[src/rtl/summator.sv]
// Registered two-operand adder/subtractor with carry/borrow, signed overflow and zero flags.
// Define SUMMATOR_SAT_EN to clamp the result to all-ones on add carry and to zero on sub borrow.
module summator #(
  parameter int WIDTH = 8
) (
  input  logic             clk,
  input  logic             rst_n,
  input  logic             in_valid,
  input  logic             op_sub,
  input  logic [WIDTH-1:0] a,
  input  logic [WIDTH-1:0] b,
  output logic [WIDTH-1:0] out,
  output logic             out_valid,
  output logic             carry,
  output logic             overflow,
  output logic             zero
);

  localparam int MSB = WIDTH - 1;

`ifdef SUMMATOR_SAT_EN
  // Unsigned clamp: carry on add pins to all-ones, borrow on sub pins to zero.
  function automatic logic [WIDTH-1:0] saturate(
    input logic [WIDTH-1:0] raw,
    input logic             is_sub,
    input logic             cb
  );
    if (!cb)
      return raw;
    else if (is_sub)
      return '0;
    else
      return '1;
  endfunction
`endif

  function automatic logic signed_ovf(
    input logic signed [WIDTH-1:0] x,
    input logic signed [WIDTH-1:0] y,
    input logic signed [WIDTH-1:0] r,
    input logic                    is_sub
  );
    logic same_sign;
    same_sign = (x[MSB] == y[MSB]);
    return (is_sub ? !same_sign : same_sign) && (r[MSB] != x[MSB]);
  endfunction

  logic        [WIDTH:0]   full_p0;
  logic signed [WIDTH-1:0] a_p0;
  logic signed [WIDTH-1:0] b_p0;
  logic signed [WIDTH-1:0] raw_p0;
  logic        [WIDTH-1:0] res_p0;
  logic                    carry_p0;
  logic                    ovf_p0;
  logic                    zero_p0;

  // Stage p0: combinational arithmetic on the incoming operands.
  always_comb begin
    a_p0     = a;
    b_p0     = b;
    full_p0  = op_sub ? ({1'b0, a} - {1'b0, b}) : ({1'b0, a} + {1'b0, b});
    raw_p0   = full_p0[WIDTH-1:0];
    carry_p0 = full_p0[WIDTH];
    ovf_p0   = signed_ovf(a_p0, b_p0, raw_p0, op_sub);
`ifdef SUMMATOR_SAT_EN
    res_p0   = saturate(raw_p0, op_sub, carry_p0);
`else
    res_p0   = raw_p0;
`endif
    zero_p0  = (res_p0 == '0);
  end

  logic [WIDTH-1:0] out_p1;
  logic             vld_p1;
  logic             carry_p1;
  logic             ovf_p1;
  logic             zero_p1;

  // Stage p1: result and flags registered; idle cycles hold the last result.
  always_ff @(posedge clk) begin
    if (!rst_n) begin
      out_p1   <= '0;
      vld_p1   <= 1'b0;
      carry_p1 <= 1'b0;
      ovf_p1   <= 1'b0;
      zero_p1  <= 1'b1;
    end else begin
      vld_p1 <= in_valid;
      if (in_valid) begin
        out_p1   <= res_p0;
        carry_p1 <= carry_p0;
        ovf_p1   <= ovf_p0;
        zero_p1  <= zero_p0;
      end
    end
  end

  assign out       = out_p1;
  assign out_valid = vld_p1;
  assign carry     = carry_p1;
  assign overflow  = ovf_p1;
  assign zero      = zero_p1;

endmodule

[config.mk]
export PLATFORM = sky130hd
export DESIGN_NAME = summator
export DESIGN_NICKNAME = d
export VERILOG_FILES = /design/src/rtl/summator.sv
export SDC_FILE = /design/constraint.sdc
export NUM_CORES = 1
export LEC_CHECK = 0
export ABC_AREA = 1
export BUFFER_PORTS_ARGS = -buffer_cell sky130_fd_sc_hd__buf_4
export CAP_MARGIN = 5
export CORE_MARGIN = 2
export CORE_UTILIZATION = 35
export DETAILED_ROUTE_END_ITERATION = 10
export GPL_ROUTABILITY_DRIVEN = 0
export GPL_TIMING_DRIVEN = 0
export PLACE_DENSITY = 0.66
export RECOVER_POWER = 100
export SETUP_SLACK_MARGIN = 0.1
export SYNTH_ARGS = -nofsm -noshare
export SYNTH_HDL_FRONTEND = slang
export SYNTH_SLANG_ARGS = --single-unit
[constraint.sdc]
create_clock -name clk -period 3.3 [get_ports clk]
set_input_delay 0.495 -clock clk [delete_from_list [all_inputs] [get_ports clk]]
set_output_delay 0.495 -clock clk [all_outputs]
set_load 0.1 [all_outputs]
==> results.py, run 1 <==
metrics = {
    "setup_path": {
        "critPathLaunch": "b[0]",
        "rr_startpoint": "out[2]",
        "worstSetupStartpointType": "input port",
        "path_class": "in -> reg",
        "critical_path_required_ps": 3470,
        "worst-path-max-fanout": 6,
        "endpoint_kind": "register",
        "crit_arrival_ps": 2700,
    },
    "pwr": {
        "combPwrFrac_pct": 51.8,
        "p_per_area_mw_per_mm2": 466,
        "switching_share_pct": 47.6,
        "power_switching_mw": 0.282,
        "p_clk_share_pct": 20.0,
        "ir_drop_uv": 291,
        "intPower_mw": 0.310,
        "leakage_nw": 0.702,
        "seqPwrFrac_pct": 28.2,
    },
    "floorplanning": {
        "core_area_mm2": 0.00281,
        "placementRows": 19,
        "die_area_mm2": 0.00345,
        "floorplan.initialDensity_pct": 37.3,
        "ios": 32,
        "die_h_um": 58.7,
        "fp.dieW_um": 58.7,
    },
    "grt": {
        "grt_max_degree": 11,
        "grt_pass1_vias": 1069,
        "grt_pass1_wl_um": 4280,
        "grt_overflow": 0,
        "antenna_found_initial": 0,
        "globalRouteTotalUtil_pct": 15.6,
    },
    "detailed_routing": {
        "drcViolationCount": 1,
        "ant_nets": 0,
        "wl_um": 2330,
        "viasPerCell": 4.81,
        "dr.pass1.iters": 7,
        "drt_iter0_drc": 26,
        "routedWlPerCell_um": 10.3,
        "vias": 1082,
    },
    "final_layout": {
        "diodes": 0,
        "stdcell_count": 225,
        "nets": 225,
        "fin_area_mm2": 0.00127,
        "final_layout_size_suffix_gt1_share_pct": 12.4,
        "nFillCells": 325,
        "syn_to_final_growth_pct": 21.4,
        "final_cell_mix": "34 x inv_1, 34 x nand2_1, 16 x clkbuf_1",
    },
    "logic_synthesis": {
        "avgSynthCellArea_um2": 6.50,
        "yosys.area.top_type": "dfxtp_1",
        "ys_ff_latch": 12,
        "synth_cell_types": 23,
        "synth_area_mm2": 0.00105,
        "synth_top_area_share_pct": 22.9,
        "ys_seq_area_share_pct": 22.9,
        "synth.area.top_cells": "dfxtp_1 23%, inv_1 12%, nand2_1 12%",
        "synth_cells": 161,
        "ys_warn_count": 0,
        "synth_fp_nets": 191,
    },
    "clock_network": {
        "htreeDepth": 1,
        "cts_resized": 0,
        "root_buffer": "clkbuf_4",
        "cts_setup_buffers": 0,
        "clkLatencyLatePin_ps": 280,
        "cts.clk_slew.worst_paths_ps": 70,
        "cts_buffers": 3,
        "postCtsHoldBufs": 0,
        "clock_path_buffers": 2,
        "cts.sinks": 12,
        "tritoncts": "yes",
    },
    "sta": {
        "max_freq_mhz": 396,
        "finalClockSkew_ps": 0,
        "post-route-min-period_ps": 2520,
        "final_max_slew_viol_count": 0,
        "worst_hold_slack_ps": 478,
        "fin_ws_ps": 775,
        "relSlewSlack_pct": 22.6,
        "hold_viol": 0,
        "totalNegativeSetupSlack_ps": 0,
        "rsz0062_at_grt": "false",
        "tightestPinTransition_ps": 1170,
        "finalSetupViolations": 0,
        "finalCritPeriodShare_pct": 76.5,
    },
    "run": {
        "maxCapViolations": 0,
    },
    "placed_design": {
        "dp.cells": 221,
        "io_buffer_count": 29,
        "place_area_mm2": 0.00130,
        "place_worst_setup_slack_ps": 583,
        "place_hpwl_um": 1960,
    },
    "hold_path": {
        "hp-start": "zero",
        "min_path_type": "reg -> reg",
    },
    "run_status": {
        "outcome": "finished with violations",
        "violations": "DRC",
    },
}
-- power groups by stage --
stage	registers [mW]	clock network, mW	logic, mW
after floorplan	0.279	0	0.144
after global placement	0.170	0	0.321
after detailed placement	0.171	0	0.327
after CTS	0.168	0.122	0.328
after global routing	0.169	0.128	0.341
final	0.167	0.118	0.306
-- synth_stat cells --
cell      count
o21ai_2       1
o211ai_1      2
nand2_1      33
o21bai_1      2
nand3_1       9
xnor2_1       6
xor2_1        4
nor3_1        1
dfxtp_1      12
o31ai_1       1
ha_1          9
o21ai_0       9
inv_1        34
nor3b_1       1
a31oi_1       3
nand4_1       1
nand2_2       4
nand3b_1      1
a21oi_1       7
nor2_1       14
a21oi_2       3
buf_2         3
fa_1          1
-- sequential cells by signal, summed over array words and instances, names as in the netlist --
signal	flops
out	8
zero	1
overflow	1
out_valid	1
carry	1
-- cell families after synthesis --
| family | after synthesis | share of synthesized area [%] |
|---|---|---|
| adder cells (fa/ha/maj) | 10 | 12.7 |
| flip-flops | 12 | 22.9 |
| buffers and inverters | 37 | 13.6 |
| AO/OA/AOI/OAI | 28 | 16.4 |
| AND/OR/NAND/NOR | 64 | 26.0 |
| XOR/XNOR | 10 | 8.36 |
-- worst max-delay path, cell delays in order --
cell and delay [ps]:
clkbuf_1 100, inv_1 60, ha_1 180, nand2_1 100, o31ai_1 260, xnor2_1 160, inv_1 60, ha_1 350
nand2_1 120, inv_1 40, a21oi_1 270, nand2_2 100, nand2_1 90, nand2_1 90, o21ai_0 160, inv_1 50
-- per-stage QoR --
| step | util, % | power [mW] |
|---|---|---|
| finish | 45.3 | 0.592 |
| CTS | 47.8 | 0.617 |
| detailed placement | 46.5 | 0.498 |
| global route | 45.3 | 0.637 |
| global placement | 46.5 | 0.491 |
| floorplan | - | 0.423 |
-- per-layer routing --
metal	track usage, %	share of wire, %
met2	27.1	50
met3	3.30	6.1
met5	0	0
met1	20.0	44
met4	3.25	0
-- cell type report --
type	instances	area (µm²)	area share, %
multi-input cells	112	651	51.2
inverters	34	128	10.0
repair buffers	29	165	13.0
plain buffers	3	12.5	0.984
clock buffers	4	36.3	2.85
flip-flops and latches	12	240	18.9
well taps	31	38.8	3.05
-- path summary, 6_finish.rpt --
check                end  slack [ps]  depth (start not counted)
setup / recovery  out[7]         780                         16
hold / removal      zero         480                          2
setup reg to reg  out[2]        2630                          4
hold reg to reg     zero         480                          2
Power figures use the tool's default switching activity.
==> run 2, diff against run 1 <==
--- a/config.mk
+++ b/config.mk
@@ -13,7 +13,7 @@
 export DETAILED_ROUTE_END_ITERATION = 10
 export GPL_ROUTABILITY_DRIVEN = 0
 export GPL_TIMING_DRIVEN = 0
-export PLACE_DENSITY = 0.66
+export PLACE_DENSITY = 0.68
 export RECOVER_POWER = 100
 export SETUP_SLACK_MARGIN = 0.1
 export SYNTH_ARGS = -nofsm -noshare
==> constraint.sdc (replaced) <==
create_clock -name clk -period 2.2 [get_ports clk]
set_input_delay 0.33 -clock clk [delete_from_list [all_inputs] [get_ports clk]]
set_output_delay 0.33 -clock clk [all_outputs]
set_load 0.1 [all_outputs]
==> run 2 against run 1 <==
Effect of this change: the run still ends with DRC left; sequential power is 50% higher; combinational power is 62% higher; via count is 1.7% lower; register-to-register slack worse by 1100 ps; largest power group unchanged; cell count is 1.3% higher; clock power is 50% higher.
==> results.py, run 2 (same netlist as run 1, synthesis figures left out) <==
metrics = {
    "final_layout": {
        "stdcell_count": 228,
        "nets": 228,
        "final_layout_size_suffix_gt1_share_pct": 20.8,
        "largest_reg_flops": 8,
        "layout_commonest_cell": "inv_1",
        "diodes": 0,
        "syn_to_final_growth_pct": 31.4,
        "final_cell_mix": "34 x inv_1, 30 x nand2_1, 20 x buf_4",
    },
    "floorplanning": {
        "die_h_um": 58.7,
        "die_area_mm2": 0.00345,
        "placementRows": 19,
        "ios": 32,
        "core_area_mm2": 0.00281,
        "floorplan.initialDensity_pct": 37.3,
        "fp.dieW_um": 58.7,
    },
    "grt": {
        "antenna_found_initial": 0,
        "grt_overflow": 0,
        "grt_pass1_wl_um": 3480,
        "grt_max_degree": 11,
        "globalRouteTotalUtil_pct": 13.2,
        "grt_pass1_vias": 851,
    },
    "detailed_routing": {
        "viasPerCell": 4.67,
        "drt_iter0_drc": 26,
        "wl_um": 2180,
        "ant_nets": 0,
        "dr.pass1.iters": 7,
        "routedWlPerCell_um": 9.57,
        "vias": 1064,
        "drcViolationCount": 2,
    },
    "clock_network": {
        "cts.clk_slew.worst_paths_ps": 80,
        "root_buffer": "clkbuf_4",
        "cts_buffers": 3,
        "clock_path_buffers": 2,
        "cts.sinks": 12,
        "htreeDepth": 1,
        "clkLatencyLatePin_ps": 280,
        "tritoncts": "yes",
    },
    "pwr": {
        "p_per_area_mw_per_mm2": 671,
        "ir_drop_uv": 379,
        "power_mw": 0.923,
        "leakage_nw": 0.747,
    },
    "hold_path": {
        "hp-start": "rst_n",
        "holdPathStages": 3,
        "min_path_type": "in -> reg",
        "whs_endpoint": "out_valid",
    },
    "run": {
        "maxCapViolations": 0,
    },
    "setup_path": {
        "reg2regPathDepth": 4,
        "endpoint_kind": "register",
        "cpPeakStageDelay_ps": 310,
        "reg2reg_slack_ps": 1540,
        "crit_arrival_ps": 2220,
        "r2r_end": "out[5]",
        "worst-path-max-fanout": 4,
        "rr_startpoint": "out[5]",
        "path_class": "in -> reg",
        "cp_cell_sequence": "buf_4, inv_1, ha_1, buf_4, a21oi_1, o21ai_0, o21ai_0, ha_1, a21oi_2, nand2_2, a21oi_2, xor2_1, nor2_1, nand2_1, nand2_1",
        "critical_path_required_ps": 2380,
        "worstSetupStartpointType": "input port",
        "slowest_stage": "ha_1",
    },
    "sta": {
        "post-route-min-period_ps": 2040,
        "max_freq_mhz": 491,
        "finalCritPeriodShare_pct": 92.7,
        "final_max_slew_viol_count": 0,
        "relSlewSlack_pct": 22.8,
        "tightestPinTransition_ps": 1160,
        "hold_viol": 0,
        "finalClockSkew_ps": 0,
        "fin_ws_ps": 161,
        "finalSetupViolations": 0,
        "rsz0062_at_grt": "false",
    },
    "placed_design": {
        "place_worst_setup_slack_ps": -127,
        "dp.cells": 221,
        "io_buffer_count": 29,
        "place_hpwl_um": 1770,
    },
    "run_status": {
        "violations": "DRC",
        "outcome": "finished with violations",
    },
}
## run 2: cell types whose count changed in the layout (fill, tap and decap cells not counted), moves of 2 or more
cell,delta
a21oi_1,-3
a21oi_2,+3
buf_4,+5
clkbuf_1,-2
nand2_1,-4
nand2_2,+3
o21ai_0,-3
o21ai_1,+2
## run 2: layout make-up
cell class	instances	area, µm²
timing repair buffer	32	195
multi-input combinational	112	726
tap	31	38.8
inverter	34	128
buffer	3	12.5
sequential	12	240
fill	307	1430
clock buffer	4	36.3
## run 2: metrics by stage
step | instance area, µm² | util (%) | setup TNS [ps] | hold WS [ps]
3_3_place_gp | 1320 | 47.1 | -335 | 454
6_report | 1380 | 49.1 | 0 | 314
4_1_cts | 1360 | 48.4 | 0 | 307
3_5_place_dp | 1320 | 47.1 | -412 | 460
5_1_grt | 1380 | 49.1 | 0 | 317
2_1_floorplan | 1060 | - | 0 | 446
## run 2: repair_timing
action	CTS	global route
gates resized for setup	0	12
hold buffers	0	0
setup endpoints to repair	0	5
setup buffers	0	3
## run 2: worst max path at each step
stage                     depth (start not counted)  endpoint  startpoint
after floorplan                                  15    out[7]        b[0]
after global placement                           16    out[7]        b[0]
after detailed placement                         16    out[7]        b[0]
after CTS                                        16    out[7]        b[0]
after global routing                             15      zero        b[1]
final                                            15      zero        b[1]
## run 2: layer usage
layer  share of wire [%]  routed length (µm)  global-route usage (%)
met5                   0                   0                       0
met1                  47                1020                    16.6
met3                 4.4                  96                    3.30
met4                 2.0                  44                    4.87
met2                  47                1020                    21.7
## run 2: worst max-delay path, delay by kind of cell
kind / cells / cell delay [ps]
AO/OA/AOI/OAI: 5 / 550
adder cells (fa/ha/maj): 2 / 540
buffers and inverters: 3 / 300
AND/OR/NAND/NOR: 4 / 280
XOR/XNOR: 1 / 200
## run 2: power by group
group          internal (mW)  switching, mW
combinational          0.148          0.348
sequential             0.240         0.0104
clock                  0.101         0.0763
==> run 3, diff against run 2 <==
--- a/config.mk
+++ b/config.mk
@@ -13,7 +13,7 @@
 export DETAILED_ROUTE_END_ITERATION = 10
 export GPL_ROUTABILITY_DRIVEN = 0
 export GPL_TIMING_DRIVEN = 0
-export PLACE_DENSITY = 0.68
+export PLACE_DENSITY = 0.66
 export RECOVER_POWER = 100
 export SETUP_SLACK_MARGIN = 0.1
 export SYNTH_ARGS = -nofsm -noshare
==> constraint.sdc (replaced) <==
create_clock -name clk -period 2.4 [get_ports clk]
set_input_delay 0.36 -clock clk [delete_from_list [all_inputs] [get_ports clk]]
set_output_delay 0.36 -clock clk [all_outputs]
set_load 0.1 [all_outputs]
==> run 3 against run 2 <==
Effect of this change: the run now ends clean; worst setup slack improved by 120 ps; sequential power decreased by 8.0%; largest cell class unchanged; final area decreased by 3.8%; clock power decreased by 8%; critical path type unchanged; non-clock buffer count decreased by 2; critical path depth increased by 1; register-to-register slack improved by 190 ps; worst hold slack improved by 30 ps.
==> results.py, run 3 (same netlist as run 1, synthesis figures left out) <==
metrics = {
    "pwr": {
        "p_clk_share_pct": 19.4,
        "p_per_area_mw_per_mm2": 629,
        "power_switching_mw": 0.394,
        "leakage_nw": 0.720,
        "combPwrFrac_pct": 53.0,
        "switching_share_pct": 47.4,
        "ir_drop_uv": 399,
        "seqPwrFrac_pct": 27.6,
        "intPower_mw": 0.438,
    },
    "floorplanning": {
        "die_area_mm2": 0.00345,
        "placementRows": 19,
        "die_h_um": 58.7,
        "ios": 32,
        "fp.dieW_um": 58.7,
        "core_area_mm2": 0.00281,
        "floorplan.initialDensity_pct": 37.3,
    },
    "setup_path": {
        "crit_arrival_ps": 2320,
        "crit_path_frequent_cell": "inv_1",
        "critical_path_required_ps": 2610,
        "worst-path-max-fanout": 6,
        "slowest_stage": "ha_4",
        "rr_startpoint": "out[2]",
        "reg2regPathDepth": 4,
        "cp_cell_sequence": "buf_4, inv_1, ha_1, nand2_1, o31ai_2, xnor2_1, inv_1, ha_4, nand2_1, inv_1, a21oi_2, buf_4, nand3_1, nand3b_1, nand3_1, a21oi_1",
        "endpoint_kind": "register",
        "reg2reg_slack_ps": 1730,
        "cpPeakStageDelay_ps": 240,
        "worstSetupStartpointType": "input port",
        "path_class": "in -> reg",
        "r2r_end": "out[2]",
    },
    "grt": {
        "globalRouteTotalUtil_pct": 15.6,
        "grt_pass1_wl_um": 4280,
        "antenna_found_initial": 0,
        "grt_max_degree": 11,
        "grt_overflow": 0,
        "grt_pass1_vias": 1069,
    },
    "sta": {
        "post-route-min-period_ps": 2110,
        "hold_viol": 0,
        "fin_ws_ps": 286,
        "rsz0062_at_grt": "false",
        "finalSetupViolations": 0,
        "final_max_slew_viol_count": 0,
        "tightestPinTransition_ps": 1170,
        "max_freq_mhz": 473,
        "relSlewSlack_pct": 22.6,
        "finalClockSkew_ps": 0,
        "finalCritPeriodShare_pct": 88.1,
    },
    "detailed_routing": {
        "routedWlPerCell_um": 10.3,
        "wl_um": 2320,
        "drt_iter0_drc": 23,
        "viasPerCell": 4.85,
        "ant_nets": 0,
        "drcViolationCount": 0,
        "vias": 1095,
        "dr.pass1.iters": 6,
    },
    "clock_network": {
        "clkLatencyLatePin_ps": 280,
        "cts.clk_slew.worst_paths_ps": 80,
        "htreeDepth": 1,
        "postCtsHoldBufs": 0,
        "root_buffer": "clkbuf_4",
        "tritoncts": "yes",
        "clock_path_buffers": 2,
        "cts_buffers": 3,
        "cts.sinks": 12,
    },
    "hold_path": {
        "whs_endpoint": "out_valid",
        "hp-start": "rst_n",
        "holdPathStages": 3,
        "min_path_type": "in -> reg",
    },
    "placed_design": {
        "place_hpwl_um": 1960,
        "io_buffer_count": 29,
        "place_worst_setup_slack_ps": -182,
    },
    "final_layout": {
        "nets": 226,
        "largest_reg_flops": 8,
        "final_layout_size_suffix_gt1_share_pct": 16.9,
        "final_cell_mix": "34 x inv_1, 34 x nand2_1, 17 x buf_4",
        "nFillCells": 314,
        "fin_util_pct": 47.2,
        "syn_to_final_growth_pct": 26.4,
        "diodes": 0,
    },
    "run_status": {
        "outcome": "finished clean",
    },
    "run": {
        "maxCapViolations": 0,
    },
}
## run 3: worst max-delay path by stage
stage                to  from  slack (ps)  cells past startpoint
3_3_place_gp     out[7]  b[0]         -90                     16
6_report       overflow  b[0]         290                     16
2_1_floorplan    out[7]  b[0]         220                     15
5_1_grt            zero  b[0]          80                     17
3_5_place_dp     out[7]  b[0]        -180                     16
4_1_cts          out[7]  b[0]         120                     16
## run 3: stage by stage
stage / TNS (ps) / cells / hold slack, ps / power (mW) / instance area, µm²
global route: 0 / 226 / 359 / 0.897 / 1320
global placement: -162 / 221 / 456 / 0.675 / 1300
floorplan: 0 / 161 / 476 / 0.582 / 1050
finish: 0 / 226 / 345 / 0.833 / 1320
CTS: 0 / 225 / 337 / 0.849 / 1340
detailed placement: -441 / 221 / 469 / 0.684 / 1300
## run 3: timing repair
action                                  CTS  global route
resized for setup                         0             7
buffers inserted                          0             1
hold endpoints to repair                  0             0
endpoints found under the setup margin    0             3
## run 3: layout make-up
class / instances / area (µm²) / area share (%)
Buffer: 3 / 12.5 / 0.945
Clock buffer: 4 / 36.3 / 2.74
Inverter: 34 / 128 / 9.64
Multi-Input combinational cell: 112 / 692 / 52.3
Sequential cell: 12 / 240 / 18.1
Tap cell: 31 / 38.8 / 2.93
Timing Repair Buffer: 30 / 176 / 13.3
## run 3: critical path: cells and delay by family
kind,cells,cell delay (ps)
and+or+nand+nor,5,410
AOI/OAI and AO/OA,3,530
buffers and inverters,5,440
xor gates and xnor gates,1,150
adders and majority gates,2,420
## run 3: power by group through the flow
stage	Combinational (mW)	Clock (mW)	Sequential (mW)
2_1_floorplan	0.198	0	0.384
3_3_place_gp	0.441	0	0.234
3_5_place_dp	0.450	0	0.235
4_1_cts	0.451	0.167	0.230
5_1_grt	0.490	0.175	0.232
6_report	0.441	0.162	0.230
## run 3: per-layer routing
metal / vias up / routed length [µm] / part of all wire, % / global-route usage (%)
met3: 0 / 103 / 4.4 / 3.30
met5: - / 0 / 0 / 0
met1: 499 / 1040 / 45 / 20.0
met2: 20 / 1180 / 51 / 27.1
li1: 576 / - / - / -
met4: 0 / 0 / 0 / 3.25
